File: src/rtl/dot_product_engine_pkg.sv
// rtl/dot_product_engine_pkg.sv - shared states and width helpers for dot_product_engine
package dot_pkg;

  // Controller states; kept as plain constants so older tools and dumps read them as numbers.
  typedef logic [1:0] state_t;
  localparam state_t ST_IDLE = 2'd0;
  localparam state_t ST_ACC  = 2'd1;
  localparam state_t ST_LAST = 2'd2;

  // A full product is this many operand widths wide.
  localparam int PROD_FACTOR = 2;

  function automatic int prod_width(input int data_w);
    return PROD_FACTOR * data_w;
  endfunction

  // Wide enough that LEN worst-case products never wrap in either mode.
  function automatic int acc_width(input int data_w, input int len);
    return prod_width(data_w) + $clog2(len);
  endfunction

endpackage

File: src/rtl/dot_product_engine_if.sv
// rtl/dot_product_engine_if.sv - operand stream and result bus of dot_product_engine
interface dot_product_engine_if #(
  parameter int DATA_W = 8,
  parameter int LEN    = 2
);
  import dot_pkg::*;

  localparam int ACC_W = acc_width(DATA_W, LEN);

  logic              start;
  logic              signed_mode;
  logic              in_valid;
  logic              in_ready;
  logic [DATA_W-1:0] a;
  logic [DATA_W-1:0] b;
  logic [ACC_W-1:0]  out;
  logic              out_strobe;
  logic              busy;

  // Operand sequencer / result collector side.
  modport master (
    output start, signed_mode, in_valid, a, b,
    input  in_ready, out, out_strobe, busy
  );

  // Engine side.
  modport slave (
    input  start, signed_mode, in_valid, a, b,
    output in_ready, out, out_strobe, busy
  );

endinterface

File: src/rtl/dot_product_engine_mult_stage.sv
// rtl/dot_product_engine_mult_stage.sv - registered signed/unsigned multiplier with valid bit
module dp_mult_stage
  import dot_pkg::*;
#(
  parameter  int DATA_W = 8,
  localparam int PROD_W = prod_width(DATA_W)
) (
  input  logic              clk,
  input  logic              rst,
  input  logic              clr,
  input  logic              en,
  input  logic              signed_mode,
  input  logic [DATA_W-1:0] a,
  input  logic [DATA_W-1:0] b,
  output logic [PROD_W-1:0] prod,
  output logic              prod_valid
);

  // One extra top bit carries the sign in signed mode and is zero otherwise,
  // so a single signed multiplier serves both modes.
  logic signed [PROD_W-1:0] a_ext;
  logic signed [PROD_W-1:0] b_ext;

  assign a_ext = PROD_W'($signed({signed_mode & a[DATA_W-1], a}));
  assign b_ext = PROD_W'($signed({signed_mode & b[DATA_W-1], b}));

  // Capture a product for every accepted pair; clear drops stale data when no new pair arrives.
  always_ff @(posedge clk or posedge rst) begin
    if (rst) begin
      prod       <= '0;
      prod_valid <= 1'b0;
    end else begin
      prod_valid <= en;
      if (en) begin
        prod <= a_ext * b_ext;
      end else if (clr) begin
        prod <= '0;
      end
    end
  end

endmodule

File: src/rtl/dot_product_engine.sv
// rtl/dot_product_engine.sv - streaming dot product of two LEN-element vectors
module dot_product_engine
  import dot_pkg::*;
#(
  parameter int DATA_W = 8,
  parameter int LEN    = 2
) (
  input logic                 clk,
  input logic                 rst,
  dot_product_engine_if.slave bus
);

  localparam int ACC_W  = acc_width(DATA_W, LEN);
  localparam int PROD_W = prod_width(DATA_W);
  localparam int CNT_W  = (LEN > 1) ? $clog2(LEN) : 1;
  localparam logic [CNT_W-1:0] LAST_IDX = CNT_W'(LEN - 1);

  state_t            state;
  logic [CNT_W-1:0]  cnt;
  logic [ACC_W-1:0]  acc;
  logic [ACC_W-1:0]  prod_ext;
  logic [ACC_W-1:0]  sum;
  logic              signed_q;
  logic              mult_signed;
  logic              start_take;
  logic              accept;
  logic [PROD_W-1:0] prod;
  logic              prod_valid;

  // START is honoured in IDLE and ACC (abort); in LAST the result is allowed to finish.
  assign start_take  = bus.start && (state != ST_LAST);
  assign accept      = bus.in_valid && (start_take || (state == ST_ACC));
  // The pair arriving with START uses the new mode, later pairs the latched one.
  assign mult_signed = start_take ? bus.signed_mode : signed_q;
  assign prod_ext    = signed_q ? ACC_W'($signed(prod)) : ACC_W'(prod);
  assign sum         = acc + prod_ext;

  assign bus.in_ready = (state != ST_LAST);
  assign bus.busy     = (state != ST_IDLE);

  dp_mult_stage #(.DATA_W(DATA_W)) u_mult (
    .clk         (clk),
    .rst         (rst),
    .clr         (start_take),
    .en          (accept),
    .signed_mode (mult_signed),
    .a           (bus.a),
    .b           (bus.b),
    .prod        (prod),
    .prod_valid  (prod_valid)
  );

  // Sequencing, element counting, accumulation and result publication.
  always_ff @(posedge clk or posedge rst) begin
    if (rst) begin
      state          <= ST_IDLE;
      cnt            <= '0;
      acc            <= '0;
      signed_q       <= 1'b0;
      bus.out        <= '0;
      bus.out_strobe <= 1'b0;
    end else begin
      bus.out_strobe <= (state == ST_LAST);
      if (state == ST_LAST) begin
        bus.out <= sum;
      end
      if (start_take) begin
        // Fresh vector or abort: any in-flight product is simply never added.
        signed_q <= bus.signed_mode;
        acc      <= '0;
        cnt      <= bus.in_valid ? CNT_W'(1) : '0;
        state    <= (bus.in_valid && (LEN == 1)) ? ST_LAST : ST_ACC;
      end else begin
        if (prod_valid) begin
          acc <= sum;
        end
        if ((state == ST_ACC) && bus.in_valid) begin
          cnt <= cnt + 1'b1;
          if (cnt == LAST_IDX) begin
            state <= ST_LAST;
          end
        end else if (state == ST_LAST) begin
          state <= ST_IDLE;
        end
      end
    end
  end

endmodule

File: src/flat_wrapper.sv
// flat-port wrapper written by rule: the top's interface ports become plain ports
module dot_product_engine_flat import dot_pkg::*;
#(
  parameter int DATA_W = 8,
  parameter int LEN    = 2
)
  (clk, rst, bus_start, bus_signed_mode, bus_in_valid, bus_a, bus_b, bus_in_ready, bus_out, bus_out_strobe, bus_busy);
  dot_product_engine_if #(.DATA_W(DATA_W), .LEN(LEN)) bus_i ();
  input logic clk;
  input logic rst;
  input wire logic [$bits(bus_i.start)-1:0] bus_start;
  input wire logic [$bits(bus_i.signed_mode)-1:0] bus_signed_mode;
  input wire logic [$bits(bus_i.in_valid)-1:0] bus_in_valid;
  input wire logic [$bits(bus_i.a)-1:0] bus_a;
  input wire logic [$bits(bus_i.b)-1:0] bus_b;
  output wire logic [$bits(bus_i.in_ready)-1:0] bus_in_ready;
  output wire logic [$bits(bus_i.out)-1:0] bus_out;
  output wire logic [$bits(bus_i.out_strobe)-1:0] bus_out_strobe;
  output wire logic [$bits(bus_i.busy)-1:0] bus_busy;
  assign bus_i.start = bus_start;
  assign bus_i.signed_mode = bus_signed_mode;
  assign bus_i.in_valid = bus_in_valid;
  assign bus_i.a = bus_a;
  assign bus_i.b = bus_b;
  assign bus_in_ready = bus_i.in_ready;
  assign bus_out = bus_i.out;
  assign bus_out_strobe = bus_i.out_strobe;
  assign bus_busy = bus_i.busy;
  dot_product_engine #(.DATA_W(DATA_W), .LEN(LEN)) u_core (.clk(clk), .rst(rst), .bus(bus_i));
endmodule
File: config.mk
export PLATFORM = sky130hd
export DESIGN_NAME = dot_product_engine_flat
export DESIGN_NICKNAME = d
export VERILOG_FILES = /design/src/rtl/dot_product_engine_pkg.sv /design/src/rtl/dot_product_engine_if.sv /design/src/rtl/dot_product_engine_mult_stage.sv /design/src/rtl/dot_product_engine.sv /design/src/flat_wrapper.sv
export SDC_FILE = /design/constraint.sdc
export NUM_CORES = 1
export LEC_CHECK = 0
export CAP_MARGIN = 20
export CELL_PAD_IN_SITES_DETAIL_PLACEMENT = 1
export CELL_PAD_IN_SITES_GLOBAL_PLACEMENT = 2
export CORE_UTILIZATION = 38
export DETAILED_ROUTE_END_ITERATION = 10
export PLACE_DENSITY_LB_ADDON = 0.15
export SYNTH_ARGS = -nofsm -noshare
export SYNTH_HDL_FRONTEND = slang
export SYNTH_HIERARCHICAL = 1
export SYNTH_SLANG_ARGS = --single-unit
File: constraint.sdc
create_clock -name clk -period 8.05 [get_ports clk]
set_clock_uncertainty 0.05 [all_clocks]
set_input_delay 1.61 -clock clk [delete_from_list [all_inputs] [get_ports clk]]
set_output_delay 1.61 -clock clk [all_outputs]
set_load 0.1 [all_outputs]
==> results of run 1 <==
[through the flow]
stage               setup WS (ns)  hold WS [ns]  total power, W  area (um2)  std cells
floorplan                    1.28         0.403         0.00162        5900        654
global placement            0.574         0.409         0.00192        6440        863
detailed placement          0.396         0.420         0.00196        6440        863
CTS                         0.689         0.440         0.00221        6590        871
global route                0.354         0.467         0.00238        6590        871
finish                      0.718         0.428         0.00218        6590        871
[routing by layer]
layer / global-route usage (%) / vias up
met3: 2.70 / 8
li1: - / 2238
met1: 27.1 / 2429
met5: 0 / -
met2: 35.7 / 52
met4: 3.22 / 0
[path summary, 6_finish.rpt]
check                                         startpoint  slack, ns                            endpoint
max                                            bus_start       0.72  u_core/u_mult/prod[15]$_DFFE_PP0P_
min reg2reg                u_core/bus.out[1]$_DFFE_PP0P_       0.43       u_core/bus.out[1]$_DFFE_PP0P_
min in group asynchronous                            rst       1.71  u_core/u_mult/prod_valid$_DFF_PP0_
min                        u_core/bus.out[1]$_DFFE_PP0P_       0.43       u_core/bus.out[1]$_DFFE_PP0P_
max in group asynchronous                            rst       5.79  u_core/u_mult/prod[15]$_DFFE_PP0P_
max reg2reg                  u_core/state[0]$_DFFE_PP0P_       1.71  u_core/u_mult/prod[15]$_DFFE_PP0P_
[cell type report]
class | count | area (um2) | area share (%)
clock buffer | 5 | 125 | 1.90
clock inverter | 3 | 25.0 | 0.380
sequential | 56 | 1400 | 21.3
inverter | 78 | 293 | 4.44
tap | 188 | 235 | 3.57
multi-input combinational | 496 | 4080 | 61.8
timing repair buffer | 45 | 438 | 6.64
[layout by cell type (no fill, tap or decap), types with 12 or more instances in the layout]
master	n
inv_1	76
ha_1	49
dfrtp_1	56
o21ai_0	37
nor2_1	18
clkdlybuf4s50_1	40
nand2_1	111
a21oi_1	32
nor3_1	12
xnor2_1	12
fa_1	64
and2_1	42
[state kept, by name, summed over array words and instances, names as in the netlist]
name	flops
u_core/state	2
u_core/acc	17
u_core/bus.out	17
u_core/signed_q	1
u_core/bus.out_strobe	1
u_core/u_mult/prod_valid	1
u_core/cnt	1
u_core/u_mult/prod	16
[worst max-delay path, cell delays in order]
cell and delay (ns):
clkdlybuf4s50_1 0.56, nand2_1 0.23, inv_1 0.13, nand2_1 0.06
nand2_1 0.16, nand2_1 0.27, or2_2 0.39, fa_1 0.52
fa_1 0.54, inv_1 0.05, fa_1 0.50, fa_1 0.54
inv_1 0.06, fa_1 0.52, inv_1 0.04, ha_1 0.40
o21ai_1 0.13, nor2_1 0.24, o211ai_1 0.18, a211o_1 0.28
nand3_1 0.08
[power by group through the flow]
stage          Combinational [W]  Sequential (W)  Clock, W
2_1_floorplan           0.000954        0.000670         0
4_1_cts                  0.00154        0.000435  0.000238
3_5_place_dp             0.00152        0.000440         0
5_1_grt                  0.00169        0.000446  0.000247
6_report                 0.00152        0.000433  0.000229
3_3_place_gp             0.00149        0.000438         0
[cell families (layout without fill, tap and decap cells)]
group                      after synthesis  in the layout  synth area share, %
adders and majority gates              113            113                 32.1
muxes                                    3              3                0.509
buffers and inverters                  102            131                 7.23
and+or+nand+nor                        224            224                 18.3
xor gates and xnor gates                19             19                 3.05
DFF                                     56             56                 23.7
AOI/OAI and AO/OA                      137            137                 15.1
==> out/metrics.yaml, run 1 <==
p_per_area_nw_per_um2: 331
core_area_um2: 15200
p_seq_share_pct: 19.9
cp.arrival_ns: 7.52
power_switching_w: 0.00114
syn_area_um2: 5900
min_path_type: "register to register"
hold_path_depth: 2
antenna_found_initial: 0
clock-root-buffer: "clkbuf_16"
final_util_pct: 43.4
wl_met2_mm: 7.60
die_h_um: 127
htreeDepth: 2
syn_nets: 788
gp_congestion: 0.805
nFillCells: 1786
clockBufferDepth: 2
tritoncts: "yes"
worst_pin_slew_ns: 0.977
io_pins: 41
start_util_pct: 38.8
grt_pass1_vias: 5238
outcome: "completed"
p_comb_share_pct: 69.6
rows: 45
fin_crit_ns: 7.33
peakVddDrop_mv: 0.150
grt_max_degree: 40
die_x_um: 127
totalWireLength_mm: 15.1
rsz0062_at_grt: "false"
nNetsFinal: 816
pwr-share-clk_pct: 10.5
leakage_nw: 3.18
final-setup-viol-count: 0
period_share_pct: 91.1
drive_gt1_share_pct: 3.37
internal-power_w: 0.00104
fmax_mhz: 136
drv_cap: 0
synth_top_area_share_pct: 23.7
via_count: 4727
wl_met3_um: 381
async_flop_share_pct: 100
drt_iter0_drc: 123
grt_overflow: 0
ctsResizeCount: 0
diodes: 0
maxSlewHeadroom_pct: 34.6
first_pass_iters: 4
wl_met1_mm: 7.06
synth.largest_area_cell: "dfrtp_1"
critPathCaptureType: "register"
synth_most_common_cell: "nand2_1"
highest_layer: "met4"
ys_seq_elements: 56
cp.required_ns: 8.24
synth_flop_cell: "dfrtp_1"
synth_warnings: 6
grt_pass1_wl_mm: 26.0
switching_share_pct: 52.1
cts_made_buffers: 5
synth_edf_count: 0
drc: 0
clock-sinks: 56
synth_cells: 654
avgSynthCellArea_um2: 9.03
tns_ns: 0
maxSlewViolCount: 0
synth.area.top_cells: "dfrtp_1, fa_1, ha_1"
routedWlPerCell_um: 17.4
cts_hold_buf: 0
synth_cell_type_count: 59
clock_latency_ns: 0.30
port_buffers: 40
yosysSeqAreaShare_pct: 23.7
place_hpwl_mm: 12.2
cts_setup_buffers: 0
reg2regPathDepth: 22
die-area_um2: 16000
hold_violations: 0
area_growth_pct: 11.7
grtUsageTotal_pct: 20.3
vias_per_cell: 5.43
synth_common_cells: "nand2_1, inv_1, fa_1"
crit_fanout: 8
clk_pin_slew_ns: 0.08
critPathKind: "primary input to register"
ant_nets: 0
critPathLaunchType: "primary input"
Note: power is estimated with default switching activity, not from simulation.
==> run 2: changes to the inputs <==
--- a/config.mk
+++ b/config.mk
@@ -10,6 +10,7 @@
 export CELL_PAD_IN_SITES_GLOBAL_PLACEMENT = 2
 export CORE_UTILIZATION = 38
 export DETAILED_ROUTE_END_ITERATION = 10
+export GPL_TIMING_DRIVEN = 0
 export PLACE_DENSITY_LB_ADDON = 0.15
 export SYNTH_ARGS = -nofsm -noshare
 export SYNTH_HDL_FRONTEND = slang
==> run 2 against run 1 <==
Net effect:
- worst hold slack better by 0.0055 ns
- design area is 1.0% higher
- clock power is 14% higher
- cell count is 1.5% higher
- via count rose by 1.6%
- clock-buffer cell count unchanged
- largest power group unchanged
- die area stayed put
- sequential power shrank 1%
==> out/metrics.yaml, run 2 (synthesis results as in run 1) <==
critPathLaunchType: "primary input"
critPathCaptureType: "register"
fin_cells: 884  # +1.5%
die-area_um2: 16000  # unchanged
grt_overflow: 0  # unchanged
layout.cells.most_common: "nand2_1"
startpoint: "bus_start"
clock_latency_ns: 0.31  # about the same
rows: 45  # unchanged
final_cell_mix: "nand2_1, inv_1, fa_1"
path_cells: "clkdlybuf4s50_1 > nand2_2 > clkbuf_2 > nand2_1 > nand2_1 > nand2_1 > or2_2 > fa_1 > fa_1 > inv_1 > fa_1 > fa_1 > inv_1 > fa_1 > inv_1 > ha_1 > o21ai_1 > nor2_1 > o211ai_1 > a211o_1 > nand3_1"
tritoncts: "yes"
grt_pass1_vias: 5227  # -0.21%
p_per_area_nw_per_um2: 336  # +1.5%
timing.rr.end: "u_core/u_mult/prod[15]$_DFFE_PP0P_"
reg2regPathDepth: 22  # unchanged
grt_max_degree: 40  # unchanged
fin_crit_ns: 7.60  # +0.269 ns
tns_ns: 0  # unchanged
crit_top_cell: "fa_1"
crit_fanout: 10  # +2
final-setup-viol-count: 0  # unchanged
clock-sinks: 56  # unchanged
io_pins: 41  # unchanged
final_util_pct: 43.8  # +0.44 points
top_regs: "u_core/acc (17), u_core/bus.out (17), u_core/u_mult/prod (16)"
timing.rr.start: "u_core/state[0]$_DFFE_PP0P_"
leakage_nw: 3.19  # +0.42%
final_cell_area_um2: 6660  # +1.0%
nNetsFinal: 829  # +1.6%
antenna_found_initial: 0  # unchanged
outcome: "completed"
hold_path_depth: 2  # unchanged
critPathKind: "primary input to register"
peakVddDrop_mv: 0.149  # -1.0%
place_hpwl_mm: 12.7  # +3.9%
htreeDepth: 2  # unchanged
dp_cells: 876  # +1.5%
cpMaxStageDelayCell: "fa_1"
drive_gt1_share_pct: 4.02  # +0.66 points
grt_pass1_wl_mm: 26.2  # +1.1%
worst_pin_slew_ns: 0.967  # -0.0105 ns
die_h_um: 127  # unchanged
min_path_type: "register to register"
port_buffers: 34  # -15%
gp_congestion: 0.825  # +2.5%
drv_cap: 0  # unchanged
clockBufferDepth: 2  # unchanged
slowest_delay_ns: 0.54  # -0.02 ns
clk_pin_slew_ns: 0.08  # about the same
rsz0062_at_grt: "false"
holdPathEnd: "u_core/bus.out[1]$_DFFE_PP0P_"
routedWlPerCell_um: 17.5  # +1.0%
totalWireLength_mm: 15.5  # +2.5%
maxSlewHeadroom_pct: 35.4  # +0.70 points
hold_violations: 0  # unchanged
total_power_w: 0.00223  # +2.5%
min_from: "u_core/bus.out[1]$_DFFE_PP0P_"
area_growth_pct: 12.8
period_share_pct: 94.4  # +3.3 points
clock-root-buffer: "clkbuf_16"
die_x_um: 127  # unchanged
first_pass_iters: 4  # unchanged
via_count: 4803  # +1.6%
cp.required_ns: 8.24  # about the same
cp.arrival_ns: 7.79  # +0.27 ns
drt_iter0_drc: 162  # +32%
r2r_setup_slack_ns: 1.54  # -0.17 ns
postPlaceCellArea_um2: 6480  # +0.56%
core_area_um2: 15200  # unchanged
ant_nets: 0  # unchanged
maxSlewViolCount: 0  # unchanged
fmax_mhz: 132  # -3.5%
drc: 0  # unchanged
cts_made_buffers: 5  # unchanged
vias_per_cell: 5.43  # +0.11%
start_util_pct: 38.8  # unchanged
diodes: 0  # unchanged
grtUsageTotal_pct: 20.8  # +0.45 points
==> run 2: cell count changes in the layout (fill, tap and decap cells not counted), moves of 2 or more <==
cell / delta
buf_4: -4
clkbuf_1: +16
clkbuf_8: +4
clkdlybuf4s50_1: -6
inv_1: -2
==> run 2: how the worst max path moves through the flow <==
stage | endpoint | slack (ns) | cells after the start
after detailed placement | u_core/u_mult/prod[15]$_DFFE_PP0P_ | -0.47 | 22
after CTS | u_core/u_mult/prod[15]$_DFFE_PP0P_ | 0.09 | 21
after global routing | u_core/u_mult/prod[15]$_DFFE_PP0P_ | 0.05 | 21
after floorplan | u_core/u_mult/prod[15]$_DFFE_PP0P_ | 1.28 | 21
after global placement | u_core/u_mult/prod[15]$_DFFE_PP0P_ | -0.27 | 22
final | u_core/u_mult/prod[15]$_DFFE_PP0P_ | 0.45 | 21
==> run 2: metal layers <==
metal	GRT usage [%]	wire, um
met1	28.8	7460
met2	35.5	7600
met3	2.19	320
met4	3.57	125
met5	0	0
==> run 2: repair_timing <==
item                                    4_1_cts  5_1_grt
hold buffers                                  0        0
endpoints found under the setup margin        5        5
endpoints found under the hold margin         0        0
gates cloned                                  0        1
setup buffers                                 0        0
resized for setup                             0        4
==> run 2: cell type report <==
| cell class | instances | area [um2] |
|---|---|---|
| timing repair inverter | 1 | 5.00 |
| timing repair buffer | 34 | 340 |
| sequential | 56 | 1400 |
| fill | 1796 | 8540 |
| clock buffer | 5 | 125 |
| buffer | 23 | 131 |
| inverter | 78 | 297 |
| clock inverter | 3 | 46.3 |
| tap | 188 | 235 |
| multi-input combinational | 496 | 4080 |
==> run 2: worst max-delay path, delay by kind of cell <==
family,cells,cell delay [ns]
AO/OA/AOI/OAI,3,0.60
buffers and inverters,5,1.00
adder cells (fa/ha/maj),6,3.01
AND/OR/NAND/NOR,7,1.55
==> run 2: per-stage QoR <==
| step | hold slack, ns | worst slack (ns) |
|---|---|---|
| 4_1_cts | 0.440 | 0.0922 |
| 3_3_place_gp | 0.410 | -0.266 |
| 2_1_floorplan | 0.403 | 1.28 |
| 6_report | 0.433 | 0.449 |
| 3_5_place_dp | 0.420 | -0.467 |
| 5_1_grt | 0.466 | 0.0472 |
==> run 2: power by group <==
group	total, W	internal [W]	switching [W]	leakage [nW]
Combinational	0.00155	0.000577	0.000971	2.38
Clock	0.000260	0.000148	0.000112	0.0804
Sequential	0.000427	0.000370	0.0000562	0.730
Total	0.00223	0.00110	0.00114	3.19
==> run 3: changes to the inputs <==
--- a/config.mk
+++ b/config.mk
@@ -8,10 +8,11 @@
 export CAP_MARGIN = 20
 export CELL_PAD_IN_SITES_DETAIL_PLACEMENT = 1
 export CELL_PAD_IN_SITES_GLOBAL_PLACEMENT = 2
+export CORE_MARGIN = 2
 export CORE_UTILIZATION = 38
 export DETAILED_ROUTE_END_ITERATION = 10
-export GPL_TIMING_DRIVEN = 0
 export PLACE_DENSITY_LB_ADDON = 0.15
+export SLEW_MARGIN = 20
 export SYNTH_ARGS = -nofsm -noshare
 export SYNTH_HDL_FRONTEND = slang
 export SYNTH_HIERARCHICAL = 1
==> run 3 against run 2 <==
Net effect:
- register-to-register slack improved by 0.50 ns
- global-route usage fell by 0.89 points
- first-iteration DRC count fell by 12%
- die area rose by 3.2%
- highest routed layer unchanged
- via count fell by 1.8%
- combinational power barely moved
- utilization fell by 0.42 points
- critical path type unchanged
- worst hold slack got worse by 0.0089 ns
==> out/metrics.yaml, run 3 (synthesis results as in run 1) <==
routedWlPerCell_um: 17.4  # -0.67%
dp_slack_ns: 0.437  # +0.904 ns
clk_pin_slew_ns: 0.07  # about the same
rows: 45  # unchanged
vias_per_cell: 5.41  # -0.42%
grt_overflow: 0  # unchanged
nFillCells: 1783  # -0.72%
final_cell_mix: "nand2_1, inv_1, fa_1"
fmax_mhz: 137  # +4.1%
tns_ns: 0  # unchanged
multi_input_area_um2: 4080  # about the same
worst_pin_slew_ns: 0.974  # +0.00765 ns
fin_crit_ns: 7.30  # -0.300 ns
place_hpwl_mm: 12.3  # -3.5%
period_share_pct: 90.7  # -3.7 points
area_growth_pct: 11.7
cts_hold_buf: 0  # unchanged
die_h_um: 129  # +1.6%
diodes: 0  # unchanged
grt_pass1_vias: 5203  # -0.46%
ctsResizeCount: 0  # unchanged
min_from: "u_core/bus.out[1]$_DFFE_PP0P_"
hold_path_depth: 2  # unchanged
reg2regPathDepth: 21  # -4.5%
start_util_pct: 38.8  # unchanged
gp_congestion: 0.856  # +3.7%
fin_hold_ws_ns: 0.425  # -0.00894 ns
maxSlewViolCount: 0  # unchanged
final_cell_area_um2: 6600  # -0.96%
drive_gt1_share_pct: 3.36  # -0.66 points
peakVddDrop_mv: 0.160  # +7.6%
ant_nets: 0  # unchanged
r2r_setup_slack_ns: 2.04  # +0.50 ns
cts_setup_buffers: 0  # unchanged
crit_fanout: 13  # +3
grt_pass1_wl_mm: 26.5  # +0.95%
p_per_area_nw_per_um2: 331  # -1.3%
final-setup-viol-count: 0  # unchanged
maxSlewHeadroom_pct: 34.8  # -0.51 points
via_count: 4718  # -1.8%
htreeDepth: 2  # unchanged
port_buffers: 40  # +18%
hold_violations: 0  # unchanged
die-area_um2: 16600  # +3.2%
postPlaceCellArea_um2: 6450  # -0.44%
first_pass_iters: 4  # unchanged
outcome: "completed"
cp.arrival_ns: 7.49  # -0.30 ns
critPathLaunchType: "primary input"
rsz0062_at_grt: "false"
top_regs: "u_core/acc (17), u_core/bus.out (17), u_core/u_mult/prod (16)"
nNetsFinal: 817  # -1.4%
cp.required_ns: 8.24  # about the same
drt_iter0_drc: 142  # -12%
dp_cells: 864  # -1.4%
die_x_um: 129  # +1.6%
clock-root-buffer: "clkbuf_16"
clockBufferDepth: 2  # unchanged
cts_made_buffers: 5  # unchanged
clock-sinks: 56  # unchanged
seq_area_um2: 1400  # unchanged
min_path_type: "register to register"
grtUsageTotal_pct: 19.9  # -0.89 points
antenna_found_initial: 0  # unchanged
layout.cells.most_common: "nand2_1"
io_pins: 41  # unchanged
leakage_nw: 3.18  # -0.39%
tritoncts: "yes"
totalWireLength_mm: 15.2  # -2.0%
fin_cells: 872  # -1.4%
fin_ws_ns: 0.748  # +0.300 ns
timing.rr.start: "u_core/state[0]$_DFFE_PP0P_"
critPathCaptureType: "register"
holdPathEnd: "u_core/bus.out[1]$_DFFE_PP0P_"
clock_latency_ns: 0.30  # about the same
core_area_um2: 15200  # unchanged
critPathKind: "primary input to register"
drv_cap: 0  # unchanged
drc: 0  # unchanged
timing.rr.end: "u_core/u_mult/prod[15]$_DFFE_PP0P_"
grt_max_degree: 40  # unchanged
==> run 3: worst max-delay path, cell delays in order <==
cell and delay, ns:
clkdlybuf4s50_1 0.56, nand2_1 0.07, buf_4 0.19, inv_1 0.08
nand2_1 0.05, nand2_1 0.16, nand2_1 0.25, or2_2 0.38
fa_1 0.51, fa_1 0.56, inv_1 0.06, fa_1 0.50
fa_1 0.55, inv_1 0.05, fa_1 0.53, inv_1 0.04
ha_1 0.41, o21ai_1 0.13, nor2_1 0.25, o211ai_1 0.18
a211o_1 0.28, nand3_1 0.08
==> run 3: routing by layer <==
metal	global-route usage (%)	vias to the layer above	share of wire (%)
li1	-	2235	-
met1	28.0	2430	49
met2	33.9	43	49
met3	2.45	10	2.0
met4	2.30	0	0.46
met5	0	-	0
==> run 3: how the worst max path moves through the flow <==
| stage | startpoint | endpoint | slack (ns) | cells past startpoint |
|---|---|---|---|---|
| after floorplan | bus_start | u_core/u_mult/prod[15]$_DFFE_PP0P_ | 1.28 | 21 |
| after global placement | bus_start | u_core/u_mult/prod[15]$_DFFE_PP0P_ | 0.62 | 22 |
| after detailed placement | bus_start | u_core/u_mult/prod[15]$_DFFE_PP0P_ | 0.44 | 22 |
| after CTS | bus_start | u_core/u_mult/prod[15]$_DFFE_PP0P_ | 0.75 | 22 |
| after global routing | bus_start | u_core/u_mult/prod[15]$_DFFE_PP0P_ | 0.43 | 22 |
| final | bus_start | u_core/u_mult/prod[15]$_DFFE_PP0P_ | 0.75 | 22 |
==> run 3: cell type report <==
| cell class | count | share of cell area (%) |
|---|---|---|
| clock inverters | 2 | 0.247 |
| flip-flops and latches | 56 | 21.2 |
| clock buffers | 6 | 1.95 |
| well taps | 188 | 3.57 |
| multi-input cells | 496 | 61.8 |
| repair buffers | 46 | 6.75 |
| inverters | 78 | 4.44 |
==> run 3: metrics by stage <==
stage / utilization, % / total power, W
6_report: 43.4 / 0.00218
3_5_place_dp: 42.4 / 0.00197
4_1_cts: 43.4 / 0.00221
3_3_place_gp: 42.4 / 0.00192
2_1_floorplan: - / 0.00162
5_1_grt: 43.4 / 0.00240
==> run 3: where the power goes <==
| group | switching, W | leakage, nW | total (W) | internal [W] |
|---|---|---|---|---|
| clock network | 0.000108 | 0.0671 | 0.000225 | 0.000117 |
| registers | 0.0000599 | 0.730 | 0.000430 | 0.000370 |
| logic | 0.000971 | 2.38 | 0.00153 | 0.000558 |
